[config.mk]
export PLATFORM = sky130hd
export DESIGN_NAME = if_fetch
export DESIGN_NICKNAME = d
export VERILOG_FILES = /design/src/rtl/if_fetch.sv
export SDC_FILE = /design/constraint.sdc
export NUM_CORES = 1
export LEC_CHECK = 0
export ABC_AREA = 1
export ABC_CLOCK_PERIOD_IN_PS = 7900
export BUFFER_PORTS_ARGS = -buffer_cell sky130_fd_sc_hd__buf_2
export CAP_MARGIN = 25
export CELL_PAD_IN_SITES_DETAIL_PLACEMENT = 1
export CELL_PAD_IN_SITES_GLOBAL_PLACEMENT = 1
export CORE_ASPECT_RATIO = 0.8
export CORE_UTILIZATION = 41
export DETAILED_ROUTE_END_ITERATION = 7
export GPL_TIMING_DRIVEN = 0
export PLACE_DENSITY = 0.82
export SLEW_MARGIN = 0
export SYNTH_ARGS = -nofsm -noshare
export SYNTH_HDL_FRONTEND = slang
export SYNTH_SLANG_ARGS = --single-unit
[constraint.sdc]
create_clock -name clk -period 7.9 [get_ports clk]
set_input_delay 0.79 -clock clk [delete_from_list [all_inputs] [get_ports clk]]
set_output_delay 0.79 -clock clk [all_outputs]
set_load 0.02 [all_outputs]
[src/rtl/if_fetch.sv]
// Instruction fetch unit: drives the fetch PC and the imem request/ack handshake, and buffers
// returned words in a 2-entry FIFO that feeds the IF/ID latch. Handles stalls and redirects.
module if_fetch #(
  parameter int unsigned        ADDR_W   = 32,
  parameter int unsigned        DATA_W   = 32,
  parameter logic [ADDR_W-1:0]  RESET_PC = '0
) (
  input  logic              clk,
  input  logic              rst,
  input  logic              stall_i,
  input  logic              branch_flag_i,
  input  logic [ADDR_W-1:0] branch_target_i,
  output logic              imem_req_o,
  output logic [ADDR_W-1:0] imem_addr_o,
  input  logic              imem_ack_i,
  input  logic [DATA_W-1:0] imem_rdata_i,
  output logic [ADDR_W-1:0] if_pc,
  output logic [DATA_W-1:0] if_inst,
  output logic              if_valid
);

  typedef enum logic [1:0] {StFetch, StHold, StKill} state_e;

  state_e            state_q, state_d;
  logic              req_q, req_d;
  logic [ADDR_W-1:0] addr_q, addr_d;
  logic [ADDR_W-1:0] fpc_q, fpc_d;
  logic [1:0]        cnt_q, cnt_d;
  logic              rd_ptr_q, rd_ptr_d;
  logic              wr_ptr_q, wr_ptr_d;
  logic [ADDR_W-1:0] pc_mem_q [2];
  logic [ADDR_W-1:0] pc_mem_d [2];
  logic [DATA_W-1:0] inst_mem_q [2];
  logic [DATA_W-1:0] inst_mem_d [2];

  logic ack;
  logic pending;
  logic push;
  logic pop;
  logic unused_tgt_lsbs;

  assign unused_tgt_lsbs = ^branch_target_i[1:0];
  assign ack             = req_q & imem_ack_i;
  assign pending         = req_q & ~imem_ack_i;

  always_comb begin
    state_d    = state_q;
    req_d      = req_q;
    addr_d     = addr_q;
    fpc_d      = fpc_q;
    cnt_d      = cnt_q;
    rd_ptr_d   = rd_ptr_q;
    wr_ptr_d   = wr_ptr_q;
    pc_mem_d   = pc_mem_q;
    inst_mem_d = inst_mem_q;
    push       = 1'b0;
    pop        = 1'b0;

    if (branch_flag_i) begin
      // While in KILL, fpc_q doubles as the latched redirect target.
      cnt_d    = 2'd0;
      rd_ptr_d = 1'b0;
      wr_ptr_d = 1'b0;
      fpc_d    = {branch_target_i[ADDR_W-1:2], 2'b00};
      req_d    = 1'b1;
      if (pending) begin
        state_d = StKill;
        addr_d  = addr_q;
      end else begin
        state_d = StFetch;
        addr_d  = fpc_d;
      end
    end else begin
      push = ack & (state_q != StKill);
      pop  = if_valid & ~stall_i;
      if (push) begin
        pc_mem_d[wr_ptr_q]   = addr_q;
        inst_mem_d[wr_ptr_q] = imem_rdata_i;
        wr_ptr_d             = ~wr_ptr_q;
        fpc_d                = fpc_q + ADDR_W'(4);
      end
      if (pop) begin
        rd_ptr_d = ~rd_ptr_q;
      end
      cnt_d  = cnt_q + 2'(push) - 2'(pop);
      req_d  = pending | (cnt_d < 2'd2);
      addr_d = pending ? addr_q : fpc_d;
      if (state_q == StKill && pending) begin
        state_d = StKill;
      end else begin
        state_d = req_d ? StFetch : StHold;
      end
    end
  end

  always_ff @(posedge clk) begin
    if (rst) begin
      state_q  <= StFetch;
      req_q    <= 1'b0;
      addr_q   <= RESET_PC;
      fpc_q    <= RESET_PC;
      cnt_q    <= 2'd0;
      rd_ptr_q <= 1'b0;
      wr_ptr_q <= 1'b0;
    end else begin
      state_q  <= state_d;
      req_q    <= req_d;
      addr_q   <= addr_d;
      fpc_q    <= fpc_d;
      cnt_q    <= cnt_d;
      rd_ptr_q <= rd_ptr_d;
      wr_ptr_q <= wr_ptr_d;
    end
  end

  // Storage needs no reset; the count gates visibility.
  always_ff @(posedge clk) begin
    pc_mem_q   <= pc_mem_d;
    inst_mem_q <= inst_mem_d;
  end

  assign imem_req_o  = req_q;
  assign imem_addr_o = addr_q;
  assign if_valid    = (cnt_q != 2'd0);
  assign if_pc       = if_valid ? pc_mem_q[rd_ptr_q] : '0;
  assign if_inst     = if_valid ? inst_mem_q[rd_ptr_q] : '0;

endmodule
==> results.yml, run 1 <==
run_status:
  outcome: "completed"
sta:
  fin_crit_sh_pct: 38.6
  finalWorstSetupSlack_ns: 4.85
  timing.fmax_mhz: 328
  worst_pin_slew_ns: 0.950
  period_minus_slack_ns: 3.05
  skew_ns: 0.0126
  slew_headroom_pct: 36.5
  final-hold-violation-count: 0
  setup_viol: 0
  slew_viol_final: 0
  rsz0062_at_grt: "false"
die:
  dieArea_um2: 19800
  die_width_um: 157
  std_cell_rows: 44
  die_h_um: 126
  initial_core_util_pct: 42.7
  core_area_um2: 18500
  pin_count: 167
worst_setup_path:
  worstPathArrival_ns: 2.26
  cp_num_cells: 5
  cp_slowest_cell: "clkbuf_1"
  slowest_delay_ns: 0.54
  worstPathMaxFanout: 10
  critPathTopFamily: "buffers and inverters"
  cp_data_required_time_ns: 7.11
  crit_buf_inv: 3
  start_kind: "flip-flop"
  crit_path_end_kind: "primary output"
  rr_worst_depth: 7
  crit_chain: "nor2_1 > clkbuf_1 > clkbuf_1 > a21oi_1 > buf_2"
  worst-setup-path-type: "flip-flop to primary output"
  cpMostUsedCell: "clkbuf_1"
routing:
  via_per_inst: 5.00
  drt_iter0_drc: 362
  top_layer_used: "met4"
  finalWirelength_um: 22300
  ant_nets: 0
  met1_length_um: 9700
  num_vias: 6342
  dr.pass1.iters: 5
  drc_errors: 0
  met2_length_um: 10800
  met3_length_um: 1470
  wl_per_cell_um: 17.6
synth:
  netlist_area_um2: 7890
  synthTopCellsByArea: "edfxtp_1 47%, dfxtp_1 17%, nand2_1 12%, a21oi_1 5.1%, inv_1 3.2%"
  synth_ff_type: "edfxtp_1"
  synthArstFlopShare_pct: 0
  yosys_warnings: 0
  netlist_instances: 814
  synth-seq-area-share_pct: 64.2
  synth.top_cell.area_share_pct: 47.2
  yosys.cell_types.count: 37
  synth-seq-cells: 191
  avgSynthCellArea_um2: 9.69
  synth_edf_count: 124
  yosys.area.top_type: "edfxtp_1"
placement:
  gp_congestion: 0.857
  port_buffers: 160
  dp_slack_ns: 4.96
  hpwl_um: 16400
clock_network:
  path_clk_slew_ns: 0.07
  h-tree-depth: 4
  cts_buffers: 17
  cts_tree: "done"
  cts_resized: 0
  cts-root-buf: "clkbuf_16"
  hold_buffers: 0
  cts_setup_buffers: 0
  insertion_delay_ns: 0.44
  cts.sinks: 191
  max-clock-path-buffers: 2
power_and_ir_drop:
  clockPowerShare_pct: 40.6
  p_seq_share_pct: 50.0
  finalPower_w: 0.00229
  comb_power_share_pct: 9.4
  power_density_nw_per_um2: 234
  intPower_w: 0.00169
  switchingPower_w: 0.000595
  leakagePower_nw: 4.25
  vdd_ir_drop_max_mv: 0.138
  switching_share_pct: 26.0
finish:
  layout.nets: 1074
  diodes: 0
  area_growth_pct: 23.8
  drive_above_1_share_pct: 23.4
  fin_util_pct: 52.8
worst_hold_path:
  hold_path.class: "flip-flop to flip-flop"
  hold-path-cell-count: 0
global_routing:
  grt_pass1_wl_um: 34400
  grt_max_degree: 34
  grt_overflow: 0
  grt_pass1_vias: 6482
  track_usage_pct: 23.2
  antenna_found_initial: 0
run:
  drv_cap: 0
placed cells by master (no fill, tap or decap), types with 13 or more instances in the layout:
cell type / netlist / routed
nand4_1: 13 / 13
edfxtp_1: 124 / 124
dfxtp_1: 67 / 67
nor2_1: 58 / 57
buf_2: 3 / 163
inv_1: 68 / 68
clkbuf_16: 0 / 17
o21ai_0: 14 / 14
clkbuf_1: 27 / 27
nand3_1: 36 / 36
nand2_1: 255 / 255
a21oi_1: 81 / 81
metal layers:
metal / track usage [%] / vias to the layer above
li1: - / 3074
met1: 29.0 / 3058
met2: 40.2 / 188
met3: 5.37 / 22
met4: 6.23 / 0
met5: 0 / -
final cells by class:
type	count	area (µm²)
clock buffer	17	425
sequential	191	5060
clock inverter	15	218
tap	253	317
fill	2198	8730
inverter	71	267
timing repair buffer	167	892
buffer	37	173
multi-input combinational	518	2410
cells by family (layout without fill, tap and decap cells):
| kind of cell | count (synthesis) | in the layout | synth area share, % |
|---|---|---|---|
| AND/OR/NAND/NOR | 386 | 386 | 20.8 |
| flip-flops | 191 | 191 | 64.2 |
| AO/OA/AOI/OAI | 117 | 117 | 8.13 |
| buffers and inverters | 108 | 307 | 5.57 |
| XOR/XNOR | 9 | 9 | 0.999 |
| adder cells (fa/ha/maj) | 2 | 2 | 0.317 |
| other | 1 | 4 | 0.0475 |
worst paths after layout:
kind,startpoint,endpoint,slack [ns]
setup / recovery,cnt_q[1]$_SDFF_PP0_,if_pc[16],4.85
setup reg to reg,state_q[0]$_SDFF_PP0_,inst_mem_q[7]$_DFFE_PP_,5.46
hold / removal,imem_addr_o[27]$_SDFFE_PP0N_,pc_mem_q[27]$_DFFE_PP_,0.48
hold reg to reg,imem_addr_o[27]$_SDFFE_PP0N_,pc_mem_q[27]$_DFFE_PP_,0.48
cell usage after synthesis (5+ instances only):
library cell,instances
a21oi_1,81
a21oi_2,7
clkbuf_1,27
dfxtp_1,67
edfxtp_1,124
inv_1,68
nand2_1,255
nand2_2,5
nand3_1,36
nand4_1,13
nor2_1,58
o21ai_0,14
o22ai_1,6
xor2_1,5
power by group through the flow:
stage | registers (W) | clock network, W | logic, W
6_report | 0.00115 | 0.000930 | 0.000215
5_1_grt | 0.00115 | 0.000983 | 0.000236
4_1_cts | 0.00115 | 0.000944 | 0.000216
3_5_place_dp | 0.00117 | 0 | 0.000214
3_3_place_gp | 0.00117 | 0 | 0.000204
2_1_floorplan | 0.00118 | 0 | 0.000106
stage by stage:
| step | hold slack [ns] | TNS [ns] | std cells | instance area, µm² |
|---|---|---|---|---|
| 6_report | 0.484 | 0 | 1269 | 9770 |
| 5_1_grt | 0.508 | 0 | 1269 | 9770 |
| 4_1_cts | 0.494 | 0 | 1269 | 9770 |
| 3_5_place_dp | 0.482 | 0 | 1237 | 9120 |
| 3_3_place_gp | 0.449 | -28.46 | 1230 | 9020 |
| 2_1_floorplan | 0.441 | 0 | 817 | 7900 |
state kept, by name, indices dropped and copies added (netlist names):
name,count
rd_ptr_q,1
cnt_q,2
inst_mem_q,64
imem_req_o,1
pc_mem_q,60
imem_addr_o,30
wr_ptr_q,1
state_q,2
fpc_q,30
No activity file was read; power rests on OpenSTA's default activity.
==> run 2, diff against run 1 <==
Settings changed: ABC_AREA 1 to 0, ABC_CLOCK_PERIOD_IN_PS 7900 to 2500, CORE_UTILIZATION 41 to 39, PLACE_DENSITY 0.82 to 0.78.
Clock period 7.9 ns to 2.5 ns, I/O delays scaled along.
==> run 2 against run 1 <==
Against the previous run: highest routed layer unchanged; critical path depth up 1; critical path type is now flip-flop to flip-flop; clock power rose to 2.8 times the previous value; non-clock buffer count is 36 higher; sequential share of layout area decreased by 2.5 points; global-route usage down 1.7 points; count of clock-buffer cells in the layout stayed put; first-iteration DRC count decreased by 27%; sequential power increased to 3.1 times the previous value; clock skew is 0.0021 ns lower.
==> results.yml, run 2 <==
run_status:
  outcome: "completed"
synth:
  synth_ff_type: "edfxtp_1"
  synthArstFlopShare_pct: 0
  netlist_area_um2: 8040
  yosys_warnings: 0
  synth_edf_count: 124
  yosysMostFrequentCell: "edfxtp_1"
  synth_common_cells: "124 x edfxtp_1, 100 x nor2_1, 68 x mux2i_1"
  synth-seq-area-share_pct: 63.0
  yosys.area.top_type: "edfxtp_1"
  avgSynthCellArea_um2: 12.3
  synth.top_cell.area_share_pct: 46.3
  synth-seq-cells: 191
  synthTopCellsByArea: "edfxtp_1 46%, dfxtp_1 17%, mux2i_1 8.5%, nor2_1 4.7%, clkbuf_1 1.4%"
  netlist_instances: 655
  yosys.cell_types.count: 54
placement:
  port_buffers: 159
  hpwl_um: 15700
  gp_congestion: 0.833
power_and_ir_drop:
  p_seq_share_pct: 51.7
  switchingPower_w: 0.00184
  vdd_ir_drop_max_mv: 0.400
  finalPower_w: 0.00694
  power_density_nw_per_um2: 676
  clockPowerShare_pct: 38.0
  comb_power_share_pct: 10.2
  intPower_w: 0.00510
  leakagePower_nw: 3.89
  switching_share_pct: 26.6
worst_setup_path:
  cp_slowest_cell: "or4b_1"
  start_kind: "flip-flop"
  crit_path_end_kind: "flip-flop"
  worstPathMaxFanout: 5
  worstPathArrival_ns: 2.67
  critPathTopFamily: "simple AND/OR/NAND/NOR gates"
  crit_buf_inv: 0
  cp_data_required_time_ns: 2.84
  crit_chain: "ha_1 > nand3_1 > or4b_1 > nor4_2 > mux2_2 > o41ai_1"
  worst-setup-path-type: "flip-flop to flip-flop"
  slowest_delay_ns: 0.53
sta:
  setup_viol: 0
  fin_crit_sh_pct: 93.4
  rsz0062_at_grt: "false"
  final-hold-violation-count: 0
  slew_viol_final: 0
  slew_headroom_pct: 51.7
  timing.fmax_mhz: 428
  tns_ns: 0
  worst_pin_slew_ns: 0.724
  skew_ns: 0.0105
  period_minus_slack_ns: 2.33
global_routing:
  grt_overflow: 0
  grt_max_degree: 53
  grt_pass1_vias: 6033
  grt_pass1_wl_um: 34000
  antenna_found_initial: 1
  track_usage_pct: 21.5
finish:
  layout.nets: 941
  drive_above_1_share_pct: 27.2
  largestRegisters: "inst_mem_q: 64 flops, pc_mem_q: 60 flops"
  top_register: "inst_mem_q"
  final_common_cell: "buf_2"
  largest_reg_flops: 64
  area_growth_pct: 27.6
  mostFrequentLayoutCells: "166 x buf_2, 124 x edfxtp_1, 99 x nor2_1"
  n_fill_cell: 2169
clock_network:
  cts_setup_buffers: 0
  cts_buffers: 17
  h-tree-depth: 4
  path_clk_slew_ns: 0.08
  cts.sinks: 191
  max-clock-path-buffers: 2
  cts_tree: "done"
  cts-root-buf: "clkbuf_16"
  insertion_delay_ns: 0.44
routing:
  wl_per_cell_um: 19.5
  finalWirelength_um: 22400
  dr.pass1.iters: 5
  num_vias: 6091
  drt_iter0_drc: 264
  via_per_inst: 5.31
  ant_nets: 0
  drc_errors: 0
run:
  drv_cap: 0
die:
  die_width_um: 163
  dieArea_um2: 21200
  die_h_um: 130
  std_cell_rows: 46
  core_area_um2: 20000
  pin_count: 167
  initial_core_util_pct: 40.1
worst_hold_path:
  hold_path.class: "input pin to flip-flop"
-- run 2: cell types whose count changed in the layout (fill, tap and decap cells not counted), moves of 9 or more --
cell           before  now
nor3_1              1   20
nor2_1             57   99
dlygate4sd3_1       0   30
mux2i_1             0   68
nand3_1            36   20
nor4_1              1   13
o31a_1              0   11
inv_1              68   11
nand2_1           255   27
a21oi_1            81    7
o21ai_0            14    3
a211oi_1            0    9
-- run 2: repair_timing --
action,in CTS,in global routing
endpoints found under the setup margin,60,26
gates cloned,0,0
gates resized for setup,11,3
hold buffers,28,2
endpoints found under the hold margin,56,3
-- run 2: kinds of logic (layout without fill, tap and decap cells) --
group,Yosys count,count (layout),share of synthesized area (%)
other,1,6,0.0466
and+or+nand+nor,237,237,15.0
buffers and inverters,58,282,3.21
xor gates and xnor gates,14,14,1.52
AOI/OAI and AO/OA,81,81,8.01
adders and majority gates,2,2,0.311
DFF,191,191,63.0
muxes,71,71,8.88
-- run 2: layout make-up --
type                            instances  area [µm²]  area share [%]
Clock buffer                           17         425            4.15
Multi-Input combinational cell        409        2770            27.0
Clock inverter                         14         136            1.33
Tap cell                              264         330            3.22
Inverter                               11        41.3           0.402
Timing Repair Buffer                  194        1230            12.0
Sequential cell                       191        5070            49.4
Buffer                                 46         254            2.48
Antenna cell                            2        5.00          0.0488
-- run 2: per-layer routing --
layer	vias to the layer above	global-route usage (%)	routed length, µm
met4	0	6.32	280
met2	192	35.7	10700
met3	22	4.70	1490
li1	2869	-	-
met1	3008	28.3	9990
met5	-	0	0
-- run 2: final timing paths --
kind | start | endpoint | cells after the start | slack, ns
worst min register to register | imem_addr_o[10]$_SDFFE_PP0N_ | pc_mem_q[10]$_DFFE_PP_ | 0 | 0.48
worst max register to register | fpc_q[2]$_SDFF_PP0_ | imem_addr_o[30]$_SDFFE_PP0N_ | 6 | 0.17
worst max-delay path | fpc_q[2]$_SDFF_PP0_ | imem_addr_o[30]$_SDFFE_PP0N_ | 6 | 0.17
worst min-delay path | imem_rdata_i[14] | inst_mem_q[14]$_DFFE_PP_ | 1 | 0.02
-- run 2: stage by stage --
stage                     utilization (%)  hold WS, ns  area (µm²)  setup slack, ns  std cells
final                                51.2       0.0157       10300            0.165       1148
after global routing                 51.2     0.000224       10300           0.0156       1146
after CTS                            50.9     0.000314       10200          0.00379       1144
after detailed placement             46.7        0.442        9350          -0.0301       1085
after global placement               46.1        0.438        9240            -1.32       1081
after floorplan                         -        0.349        8110           -0.168        658
-- run 2: power by group through the flow --
stage	logic [W]	clock network, W	registers (W)
2_1_floorplan	0.000352	0	0.00368
3_3_place_gp	0.000638	0	0.00365
3_5_place_dp	0.000669	0	0.00366
4_1_cts	0.000710	0.00269	0.00359
5_1_grt	0.000772	0.00281	0.00361
6_report	0.000711	0.00264	0.00359
